$ cat src/rtl/mem_fetch_ctrl_if.sv
// Bus bundle between mem_fetch_ctrl and its surroundings (memory, decode, execute).
//   master : the fetch controller (drives o_* signals, receives i_* signals)
//   slave  : the environment (memory model, decode stage, execute stage)
interface mem_fetch_ctrl_if #(
    parameter int unsigned BITS = 16
) ();

    // Memory port
    logic            o_mem_rw;
    logic [7:0]      o_mem_addr;
    logic [BITS-1:0] o_mem_wdata;
    logic [BITS-1:0] i_mem_rdata;

    // Instruction stream to decode
    logic            o_ins_valid;
    logic [BITS-1:0] o_ins_data;
    logic [7:0]      o_ins_pc;
    logic            i_ins_ready;

    // Redirect
    logic            i_jmp_valid;
    logic [7:0]      i_jmp_addr;

    // Data access from execute
    logic            i_dreq_valid;
    logic            i_dreq_rw;
    logic [7:0]      i_dreq_addr;
    logic [BITS-1:0] i_dreq_wdata;
    logic            o_dreq_ready;
    logic            o_drsp_valid;
    logic [BITS-1:0] o_drsp_data;

    modport master (
        output o_mem_rw, o_mem_addr, o_mem_wdata,
        input  i_mem_rdata,
        output o_ins_valid, o_ins_data, o_ins_pc,
        input  i_ins_ready,
        input  i_jmp_valid, i_jmp_addr,
        input  i_dreq_valid, i_dreq_rw, i_dreq_addr, i_dreq_wdata,
        output o_dreq_ready, o_drsp_valid, o_drsp_data
    );

    modport slave (
        input  o_mem_rw, o_mem_addr, o_mem_wdata,
        output i_mem_rdata,
        input  o_ins_valid, o_ins_data, o_ins_pc,
        output i_ins_ready,
        output i_jmp_valid, i_jmp_addr,
        output i_dreq_valid, i_dreq_rw, i_dreq_addr, i_dreq_wdata,
        input  o_dreq_ready, o_drsp_valid, o_drsp_data
    );

endinterface

$ cat src/rtl/mem_fetch_ctrl.sv
// Sole master of a single-port 256-word memory. Each cycle the port goes to an
// execute-stage data access if one is requested, otherwise to sequential
// instruction prefetch when the prefetch FIFO has room. Prefetched words are
// handed to decode through a valid/ready handshake at the FIFO head.
// Ports:
//   i_clk  : clock, all state changes on the rising edge
//   i_rst  : synchronous reset, active-high
//   bus    : mem_fetch_ctrl_if.master -- memory port (o_mem_*/i_mem_rdata),
//            instruction stream (o_ins_*/i_ins_ready), redirect (i_jmp_*),
//            data request/response (i_dreq_*/o_dreq_ready/o_drsp_*)
// The memory port outputs are combinational because the memory reads
// combinationally from the address presented in the same cycle.
module mem_fetch_ctrl #(
    parameter int unsigned BITS       = 16,
    parameter int unsigned FIFO_DEPTH = 4,
    parameter logic [7:0]  RESET_PC   = 8'h00
) (
    input  logic             i_clk,
    input  logic             i_rst,
    mem_fetch_ctrl_if.master bus
);

    localparam int unsigned PTR_W = (FIFO_DEPTH > 1) ? $clog2(FIFO_DEPTH) : 1;
    localparam int unsigned CNT_W = $clog2(FIFO_DEPTH + 1);

    logic [7:0]      fetch_pc_q,   fetch_pc_d;
    logic [PTR_W-1:0] rd_ptr_q,    rd_ptr_d;
    logic [PTR_W-1:0] wr_ptr_q,    wr_ptr_d;
    logic [CNT_W-1:0] count_q,     count_d;
    logic            drsp_valid_q, drsp_valid_d;
    logic [BITS-1:0] drsp_data_q,  drsp_data_d;

    logic [7:0]      fifo_pc_q   [FIFO_DEPTH];
    logic [BITS-1:0] fifo_data_q [FIFO_DEPTH];

    logic            ins_valid_c;
    logic            pop_c;
    logic            can_accept_c;
    logic            data_cyc_c;
    logic            fetch_cyc_c;
    logic            push_c;

    logic            mem_rw_c;
    logic [7:0]      mem_addr_c;
    logic [BITS-1:0] mem_wdata_c;

    // Handshake and arbitration decisions for this cycle
    always_comb begin
        ins_valid_c  = (count_q != '0);
        pop_c        = ins_valid_c & bus.i_ins_ready;
        // A full FIFO still accepts when its head leaves in the same cycle
        can_accept_c = (count_q < CNT_W'(FIFO_DEPTH)) | pop_c;
        data_cyc_c   = bus.i_dreq_valid;
        fetch_cyc_c  = ~data_cyc_c & can_accept_c;
        // A fetch issued in a redirect cycle belongs to the old stream
        push_c       = fetch_cyc_c & ~bus.i_jmp_valid;
    end

    // Memory port drive; idle port parks on fetch_pc
    always_comb begin
        mem_rw_c    = 1'b0;
        mem_addr_c  = fetch_pc_q;
        mem_wdata_c = '0;
        if (i_rst) begin
            mem_addr_c = 8'h00;
        end else if (data_cyc_c) begin
            mem_addr_c = bus.i_dreq_addr;
            mem_rw_c   = bus.i_dreq_rw;
            if (bus.i_dreq_rw) begin
                mem_wdata_c = bus.i_dreq_wdata;
            end
        end
    end

    // Next-state for fetch pointer, FIFO bookkeeping and load response
    always_comb begin
        fetch_pc_d   = fetch_pc_q;
        rd_ptr_d     = rd_ptr_q;
        wr_ptr_d     = wr_ptr_q;
        count_d      = count_q;
        drsp_valid_d = 1'b0;
        drsp_data_d  = drsp_data_q;

        if (bus.i_jmp_valid) begin
            // Flush dominates any same-cycle push or pop
            fetch_pc_d = bus.i_jmp_addr;
            rd_ptr_d   = '0;
            wr_ptr_d   = '0;
            count_d    = '0;
        end else begin
            if (push_c) begin
                wr_ptr_d   = wr_ptr_q + PTR_W'(1);
                fetch_pc_d = fetch_pc_q + 8'd1;
            end
            if (pop_c) begin
                rd_ptr_d = rd_ptr_q + PTR_W'(1);
            end
            if (push_c && !pop_c) begin
                count_d = count_q + CNT_W'(1);
            end else if (!push_c && pop_c) begin
                count_d = count_q - CNT_W'(1);
            end
        end

        if (data_cyc_c && !bus.i_dreq_rw) begin
            drsp_valid_d = 1'b1;
            drsp_data_d  = bus.i_mem_rdata;
        end
    end

    // Control state registers
    always_ff @(posedge i_clk) begin
        if (i_rst) begin
            fetch_pc_q   <= RESET_PC;
            rd_ptr_q     <= '0;
            wr_ptr_q     <= '0;
            count_q      <= '0;
            drsp_valid_q <= 1'b0;
            drsp_data_q  <= '0;
        end else begin
            fetch_pc_q   <= fetch_pc_d;
            rd_ptr_q     <= rd_ptr_d;
            wr_ptr_q     <= wr_ptr_d;
            count_q      <= count_d;
            drsp_valid_q <= drsp_valid_d;
            drsp_data_q  <= drsp_data_d;
        end
    end

    // FIFO storage; contents only matter while counted, so no reset
    always_ff @(posedge i_clk) begin
        if (!i_rst && push_c) begin
            fifo_pc_q[wr_ptr_q]   <= fetch_pc_q;
            fifo_data_q[wr_ptr_q] <= bus.i_mem_rdata;
        end
    end

    assign bus.o_mem_rw     = mem_rw_c;
    assign bus.o_mem_addr   = mem_addr_c;
    assign bus.o_mem_wdata  = mem_wdata_c;
    assign bus.o_ins_valid  = ins_valid_c;
    assign bus.o_ins_data   = fifo_data_q[rd_ptr_q];
    assign bus.o_ins_pc     = fifo_pc_q[rd_ptr_q];
    assign bus.o_dreq_ready = ~i_rst;
    assign bus.o_drsp_valid = drsp_valid_q;
    assign bus.o_drsp_data  = drsp_data_q;

endmodule

$ cat src/flat_wrapper.sv
// flat-port wrapper written by rule: the top's interface ports become plain ports
module mem_fetch_ctrl_flat 
#(
    parameter int unsigned BITS       = 16,
    parameter int unsigned FIFO_DEPTH = 4,
    parameter logic [7:0]  RESET_PC   = 8'h00
)
  (i_clk, i_rst, bus_o_mem_rw, bus_o_mem_addr, bus_o_mem_wdata, bus_i_mem_rdata, bus_o_ins_valid, bus_o_ins_data, bus_o_ins_pc, bus_i_ins_ready, bus_i_jmp_valid, bus_i_jmp_addr, bus_i_dreq_valid, bus_i_dreq_rw, bus_i_dreq_addr, bus_i_dreq_wdata, bus_o_dreq_ready, bus_o_drsp_valid, bus_o_drsp_data);
  mem_fetch_ctrl_if #(.BITS(BITS)) bus_i ();
  input  logic i_clk;
  input  logic i_rst;
  output wire logic [$bits(bus_i.o_mem_rw)-1:0] bus_o_mem_rw;
  output wire logic [$bits(bus_i.o_mem_addr)-1:0] bus_o_mem_addr;
  output wire logic [$bits(bus_i.o_mem_wdata)-1:0] bus_o_mem_wdata;
  input wire logic [$bits(bus_i.i_mem_rdata)-1:0] bus_i_mem_rdata;
  output wire logic [$bits(bus_i.o_ins_valid)-1:0] bus_o_ins_valid;
  output wire logic [$bits(bus_i.o_ins_data)-1:0] bus_o_ins_data;
  output wire logic [$bits(bus_i.o_ins_pc)-1:0] bus_o_ins_pc;
  input wire logic [$bits(bus_i.i_ins_ready)-1:0] bus_i_ins_ready;
  input wire logic [$bits(bus_i.i_jmp_valid)-1:0] bus_i_jmp_valid;
  input wire logic [$bits(bus_i.i_jmp_addr)-1:0] bus_i_jmp_addr;
  input wire logic [$bits(bus_i.i_dreq_valid)-1:0] bus_i_dreq_valid;
  input wire logic [$bits(bus_i.i_dreq_rw)-1:0] bus_i_dreq_rw;
  input wire logic [$bits(bus_i.i_dreq_addr)-1:0] bus_i_dreq_addr;
  input wire logic [$bits(bus_i.i_dreq_wdata)-1:0] bus_i_dreq_wdata;
  output wire logic [$bits(bus_i.o_dreq_ready)-1:0] bus_o_dreq_ready;
  output wire logic [$bits(bus_i.o_drsp_valid)-1:0] bus_o_drsp_valid;
  output wire logic [$bits(bus_i.o_drsp_data)-1:0] bus_o_drsp_data;
  assign bus_o_mem_rw = bus_i.o_mem_rw;
  assign bus_o_mem_addr = bus_i.o_mem_addr;
  assign bus_o_mem_wdata = bus_i.o_mem_wdata;
  assign bus_i.i_mem_rdata = bus_i_mem_rdata;
  assign bus_o_ins_valid = bus_i.o_ins_valid;
  assign bus_o_ins_data = bus_i.o_ins_data;
  assign bus_o_ins_pc = bus_i.o_ins_pc;
  assign bus_i.i_ins_ready = bus_i_ins_ready;
  assign bus_i.i_jmp_valid = bus_i_jmp_valid;
  assign bus_i.i_jmp_addr = bus_i_jmp_addr;
  assign bus_i.i_dreq_valid = bus_i_dreq_valid;
  assign bus_i.i_dreq_rw = bus_i_dreq_rw;
  assign bus_i.i_dreq_addr = bus_i_dreq_addr;
  assign bus_i.i_dreq_wdata = bus_i_dreq_wdata;
  assign bus_o_dreq_ready = bus_i.o_dreq_ready;
  assign bus_o_drsp_valid = bus_i.o_drsp_valid;
  assign bus_o_drsp_data = bus_i.o_drsp_data;
  mem_fetch_ctrl #(.BITS(BITS), .FIFO_DEPTH(FIFO_DEPTH), .RESET_PC(RESET_PC)) u_core (.i_clk(i_clk), .i_rst(i_rst), .bus(bus_i));
endmodule
$ cat config.mk
export PLATFORM = sky130hd
export DESIGN_NAME = mem_fetch_ctrl_flat
export DESIGN_NICKNAME = d
export VERILOG_FILES = /design/src/rtl/mem_fetch_ctrl_if.sv /design/src/rtl/mem_fetch_ctrl.sv /design/src/flat_wrapper.sv
export SDC_FILE = /design/constraint.sdc
export NUM_CORES = 1
export LEC_CHECK = 0
export BUFFER_PORTS_ARGS = -buffer_cell sky130_fd_sc_hd__buf_2
export CORE_ASPECT_RATIO = 1.5
export CORE_MARGIN = 4
export CORE_UTILIZATION = 48
export CTS_CLUSTER_DIAMETER = 80
export DETAILED_ROUTE_END_ITERATION = 8
export HOLD_SLACK_MARGIN = 0.1
export PLACE_DENSITY = 0.86
export SYNTH_ARGS = -nofsm -noshare
export SYNTH_HDL_FRONTEND = slang
export SYNTH_SLANG_ARGS = --single-unit
$ cat constraint.sdc
create_clock -name i_clk -period 2.14 [get_ports i_clk]
set_input_delay 0.428 -clock i_clk [delete_from_list [all_inputs] [get_ports i_clk]]
set_output_delay 0.428 -clock i_clk [all_outputs]
set_load 0.05 [all_outputs]
### After elaboration in Yosys (flattened, before gate mapping)

Memory sizes are Yosys's and may differ from the RTL's. A register that Yosys moved wholly into a read port is not among the register bits.
Index checks and enable logic that the tools add are counted.

| cells by class | value |
|---|---|
| mux-type cells | 18 |
| equal/unequal tests | 0 |
| order comparisons | 1 |
| add/subtract/negate cells | 5 |
| bitwise logic cells | 7 |
| $mul | 0 |
| shift-type cells | 0 |
| divide/modulo/power cells | 0 |
| reduce and logical (&&, ||, !) cells | 12 |

Operators with widths:

| operator | number |
|---|---|
| 2-to-1 mux 16 bit | 3 |
| 2-to-1 mux 8 bit | 4 |
| adder 8 x 1 -> 8 bit, second input constant | 1 |
| 2-to-1 mux 2 bit | 4 |
| 2-to-1 mux 3 bit | 2 |
| 2-to-1 mux 1 bit | 5 |
| adder 2 x 1 -> 2 bit, second input constant | 2 |
| logical AND 1 bit | 4 |
| zero test 1 bit | 4 |
| nonzero test 2 bit | 2 |
| adder 3 x 1 -> 3 bit, second input constant | 1 |
| bitwise AND 1 bit | 3 |
| < comparator 3 bit, second input constant | 1 |
| inverter 1 bit | 3 |
| nonzero test 3 bit | 1 |
| subtractor 3 x 1 -> 3 bit, second input constant | 1 |
| OR reduction 2 bit | 1 |
| bitwise OR 1 bit | 1 |

| word-level totals | value |
|---|---|
| bits in latches | 0 |
| bits in writable memories | 96 |
| output and inout port bits | 68 |
| ROM bits | 0 |
| memories | 2 |
| register bits after elaboration | 32 |
| bits of input ports | 54 |

Memories:

| memory | words | width | rd ports | clocked after Yosys merged registers in | wr ports | line | text |
|---|---|---|---|---|---|---|---|
| u_core.fifo_data_q | 4 | 16 | 1 | 1 | 1 | mem_fetch_ctrl.sv:34 | `logic [BITS-1:0] fifo_data_q [FIFO_DEPTH];` |
| u_core.fifo_pc_q | 4 | 8 | 1 | 1 | 1 | mem_fetch_ctrl.sv:33 | `logic [7:0] fifo_pc_q [FIFO_DEPTH];` |

### Longest topological paths before layout

| depth | value |
|---|---|
| depth after elaboration | 9 |
| mapped depth | 9 |

### Least setup slack after synthesis

Ideal clock, no wire load.

| path | value |
|---|---|
| path kind | in2out |
| from | in i_rst |
| to | out bus_o_mem_wdata[10] |
| cell stages on the path | 6 |
| setup slack | -226 ps |
| data required time | 1,712 ps |
| data arrival time | 1,938 ps |
| cells stage by stage | buf_2 inv_2 and3_1 clkbuf_1 buf_2 and2_1 |

| on the way | value |
|---|---|
| word-level cells in the longest chain between the ends | 1 |

Ends and longest elaborated chain:

| item | line | text |
|---|---|---|
| start: declaration | flat_wrapper.sv:11 | `input logic i_rst;` |
| 2-to-1 mux 16 bit | mem_fetch_ctrl.sv:64 | `if (i_rst) begin` |
| end: declaration | flat_wrapper.sv:14 | `output wire logic [$bits(bus_i.o_mem_wdata)-1:0] bus_o_mem_wdata;` |

No other way between the ends.

### Worst setup path after layout

| path | value |
|---|---|
| from | reg u_core.count_q[0] |
| to | reg u_core.count_q[2] |

| on the way | value |
|---|---|
| word-level cells in the longest chain between the ends | 8 |

Ends and longest elaborated chain:

| item | line | text |
|---|---|---|
| start: declaration | mem_fetch_ctrl.sv:29 | `logic [CNT_W-1:0] count_q, count_d;` |
| start signal: assignment | mem_fetch_ctrl.sv:124 | `count_q <= count_d;` |
| branches (longest 8 deep; another with < comparator 3 bit) | n/a |  |

Several ways; the timed one is not identified. The select of a mux whose other input is x is not followed.
A chain may end at the register's enable or synchronous reset.

==> results.md <==
- The run finished with clean final reports.
- The maximum fanout along the worst path is 3.
- The root buffer cell chosen for the clock tree is clkbuf_16.
- At the end of routability-driven placement, the weighted congestion stood at 0.751.
- From synthesis to final layout, the design area changed by 31.6%.
- The worst flop-to-flop path endpoint is u_core.count_q[2].
- The logic depth of the worst register-to-register path is 8.
- The startpoint of the lowest-slack hold path is bus_i_dreq_rw.
- In this run the remaining antenna-violating nets after routing total 0.
- The worst hold path belongs to the class in -> reg.
- The nature of the critical path startpoint is a flip-flop.
- Setup violations remaining at the end of the flow were counted as 0.
- The worst max-slew margin expressed relative to the limit is 47.8%.
- The highest cell delay on the worst timing path is 0.38 ns.
- The area taken by multi-input logic gates is 1580 um^2.
- The netlist uses 37 different library cells.
- The via count of the first global-routing pass is 3,512.
- The standard cell area after detailed placement is 6100 um^2.
- The final number of hold-violating endpoints is 0.
- The final setup skew is 0.00604 ns.
- The transition at the pin with the smallest max-transition slack is 0.784 ns.
- The share of flip-flops with an asynchronous set or reset after synthesis is 0%.
- The buffering stage count on the worst path with inverters included is 1.
- The post-synthesis average cell area is 15.4 um^2.
- The half-perimeter wire length after placement is 7480 um.
- The maximum VDD drop is 552 uV.
- The clock tree synthesis step divided the H-tree into 4 levels.
- For this configuration, the core starts out at a cell density of 49.3%.
- The part of the Yosys area used for sequential elements is 68.2%.
- Setup repair after global routing could not meet its margin everywhere.
- The most numerous cell type found on the critical path is or3_4.
- Cells fill 64.9% of the core in the end.
- The library cell contributing the largest single delay on the critical path is or3_4.
- The required time reported for the critical path endpoint is 2.46 ns.
- The path with the worst hold slack has its endpoint at u_core.bus.o_drsp_valid.
- The clock-pin slew on the worst setup and hold paths is 0.05 ns.
- The clock network burns 44.2% of the power.
- The critical path in this run is classified as reg -> reg.
- For flop-to-flop paths, the worst setup slack is 0.01 ns.
- Yosys mapped a number of flops with a built-in enable equal to 96.
- The switching power as a share of total power is 22.7%.
- The max-slew violation count is 0.
- The net switching power figure is 1.41 mW.
- The count of warnings emitted by yosys is 0.
- The number of rows created at floorplan is 46.
- The sequential cells in the finished layout cover a total of 3570 um^2.
- Counting every sink on the clock net gives 130.
- The number of remaining DRC errors is 0.
- The routed length per instance is 18.3 um.
- The region available for standard cell placement spans 10,600 um^2.
- Global routing used 18.9% of the available tracks across all layers.
- Timing would allow up to 470 MHz.
- Cells with a size suffix above 1 make up 43.2% of the layout.
- The areal power density over the cells is 908 nW/um^2.
- In the post-synthesis netlist, the cell with the most instances is edfxtp_1.
- The biggest area contributor in the post-synthesis netlist is edfxtp_1.
- The logic gate share of total power is 10.6%.
- The repair_antennas step left the layout with diodes totalling 0.
- By count the netlist is led by edfxtp_1, nand2_1, dfxtp_1.
- The total negative slack is 0 ns.
- Walking the worst path, the cells encountered are or3_4, nand2_4, ha_4, inv_1, fa_2, xor2_1, or3_4, a21oi_2.
- In this run, the number of DRC markers left after iteration 0 of detailed routing was 103.
- The CTS tree is yes.
- The worst hold path was traced through 2 stages.
- Max-cap violations in this run came to 0.
- The number of standard cells after synthesis is 340.
- The cell internal power dissipation is 4.83 mW.
- When the netlist entered floorplanning its net count stood at 401.
- Buffers inserted to repair hold after CTS numbered 0.
- The final layout net count is 533.
- The die covers 12,600 um^2.
- The number of buffers on the longest clock path is 2.
- The most used flip-flop cell after synthesis is edfxtp_1.
- Entering global routing, the biggest net connects 25 pins.
- The global-route wire length before repair is 17,600 um.
- After detailed routing, the total wire length is 11,400 um.
- The die span in y is 136 um.
- Summed over all cells, the static leakage comes to 2.62 nW.
- The later-pin clock latency in the skew report is 0.41 ns.
- Ranked by total cell area, the synthesized netlist is headed by edfxtp_1, dfxtp_1, mux4_2.
- For this run the aggregate overflow at the end of global routing stands at 0.
- In this run, flip-flops and latches consume 45.2% of the power.
- The first-pass iteration count of the detailed router is 5.
- The cell class contributing the biggest share of worst-path delay is simple AND/OR/NAND/NOR gates.
- Summing internal, switching and leakage power gives 6.24 mW.
- The total clock buffers created by CTS is 17.
- The number of antenna violations at the first check in global routing came to 0.
- The share of the clock period used by the worst path is 99.3%.
- The count of buffers added on input and output ports is 121.
- The fill cell instance count of the final layout is 782.
- Data on the critical path arrives at its endpoint at 2.45 ns.
- The detail-routed via count per cell is 5.26.
- The floorplan die width is 93.2 um.
- With fillers left out, the area of the finished cells amounts to 6870 um^2.
- For this design the top-level I/O count stands at 122.
- Final hold analysis gives a worst-case slack of 0.238 ns.
- The via count is 3,293.
- The smallest clock period supported by the final layout is computed as 2.13 ns.
- The endpoint type of the worst setup path is a flip-flop.
- The area of the mapped netlist is 5220 um^2.
- In this run, synthesis produced a sequential element count of 130.
- The area share of the leading cell type in the synthesized netlist is 55.2%.
- The startpoint of the lowest-slack register-to-register path is u_core.count_q[0].
[logic make-up (layout without fill, tap and decap cells)]
group	count (synthesis)	in the layout	synth area share [%]
AO/OA/AOI/OAI	31	31	3.64
multiplexers	33	33	12.1
adder cells (fa/ha/maj)	7	7	1.82
buffers and inverters	27	169	2.47
XOR/XNOR	11	11	1.85
AND/OR/NAND/NOR	101	101	9.90
flip-flops	130	130	68.2
[layer usage]
| layer | up-vias | share of wire (%) | GRT usage (%) | routed length [um] |
|---|---|---|---|---|
| met5 | - | 0 | 0 | 0 |
| met4 | 0 | 1.7 | 8.07 | 197 |
| met1 | 1606 | 36 | 20.1 | 4150 |
| met3 | 20 | 4.9 | 4.72 | 558 |
| met2 | 137 | 57 | 34.9 | 6520 |
| li1 | 1530 | - | - | - |
[power by group through the flow]
stage | Combinational (mW) | Sequential (mW) | Clock (mW)
final | 0.661 | 2.82 | 2.76
after global routing | 0.703 | 2.83 | 2.89
after CTS | 0.643 | 2.82 | 2.81
after global placement | 0.593 | 2.86 | 0
after floorplan | 0.380 | 2.90 | 0
after detailed placement | 0.612 | 2.87 | 0
[how the worst max path moves through the flow]
stage | startpoint | to | depth (start not counted)
after floorplan | i_rst | bus_o_mem_wdata[10] | 6
after global routing | flip-flop | bus_o_ins_pc[0] | 3
after detailed placement | u_core.count_q[0] | u_core.count_q[2] | 8
after global placement | u_core.count_q[0] | u_core.count_q[2] | 8
after CTS | flip-flop | bus_o_ins_pc[2] | 3
final | u_core.count_q[0] | u_core.count_q[2] | 8
[stage by stage]
step | setup WS [ns] | instances
after floorplan | 0.00130 | 340
after global placement | 0.105 | 595
after global routing | -0.0415 | 626
final | 0.0140 | 626
after detailed placement | -0.0263 | 595
after CTS | -0.0191 | 625
[timing repair]
action | in CTS | in global routing
hold endpoints to repair | 0 | 0
buffers inserted | 0 | 1
gates resized for setup | 38 | 16
endpoints found under the setup margin | 25 | 25
gates cloned | 1 | 0
pin swaps | 1 | 3
[final cells by class]
class / instances / share of cell area (%)
inverter: 6 / 0.328
clock inverter: 9 / 1.68
clock buffer: 20 / 6.50
timing repair buffer: 134 / 13.9
multi-input combinational: 183 / 23.0
tap: 144 / 2.62
sequential: 130 / 52.0
[placed cells by master (no fill, tap or decap), drive strengths merged, types with 4 or more instances in the layout]
cell type and instances:
xor2 4, a211oi 5, and2 16, nand2 37
and3 5, buf 134, mux4 24, clkinv 6
o21ai 4, ha 6, inv 6, clkbuf 20
mux2i 9, edfxtp 96, nor2 22, dfxtp 34
xnor2 7, nand3 5, a21oi 19
[flip-flops by register name, indices dropped and copies added, names as in the netlist, named ones only]
name / cells
u_core.fifo_data_q: 64
u_core.fifo_pc_q: 32
u_core.bus.o_drsp_data: 16
u_core.fetch_pc_q: 8
u_core.count_q: 3
u_core.rd_ptr_q: 2
u_core.wr_ptr_q: 2
u_core.bus.o_drsp_valid: 1
No activity file was read; power rests on OpenSTA's default activity.
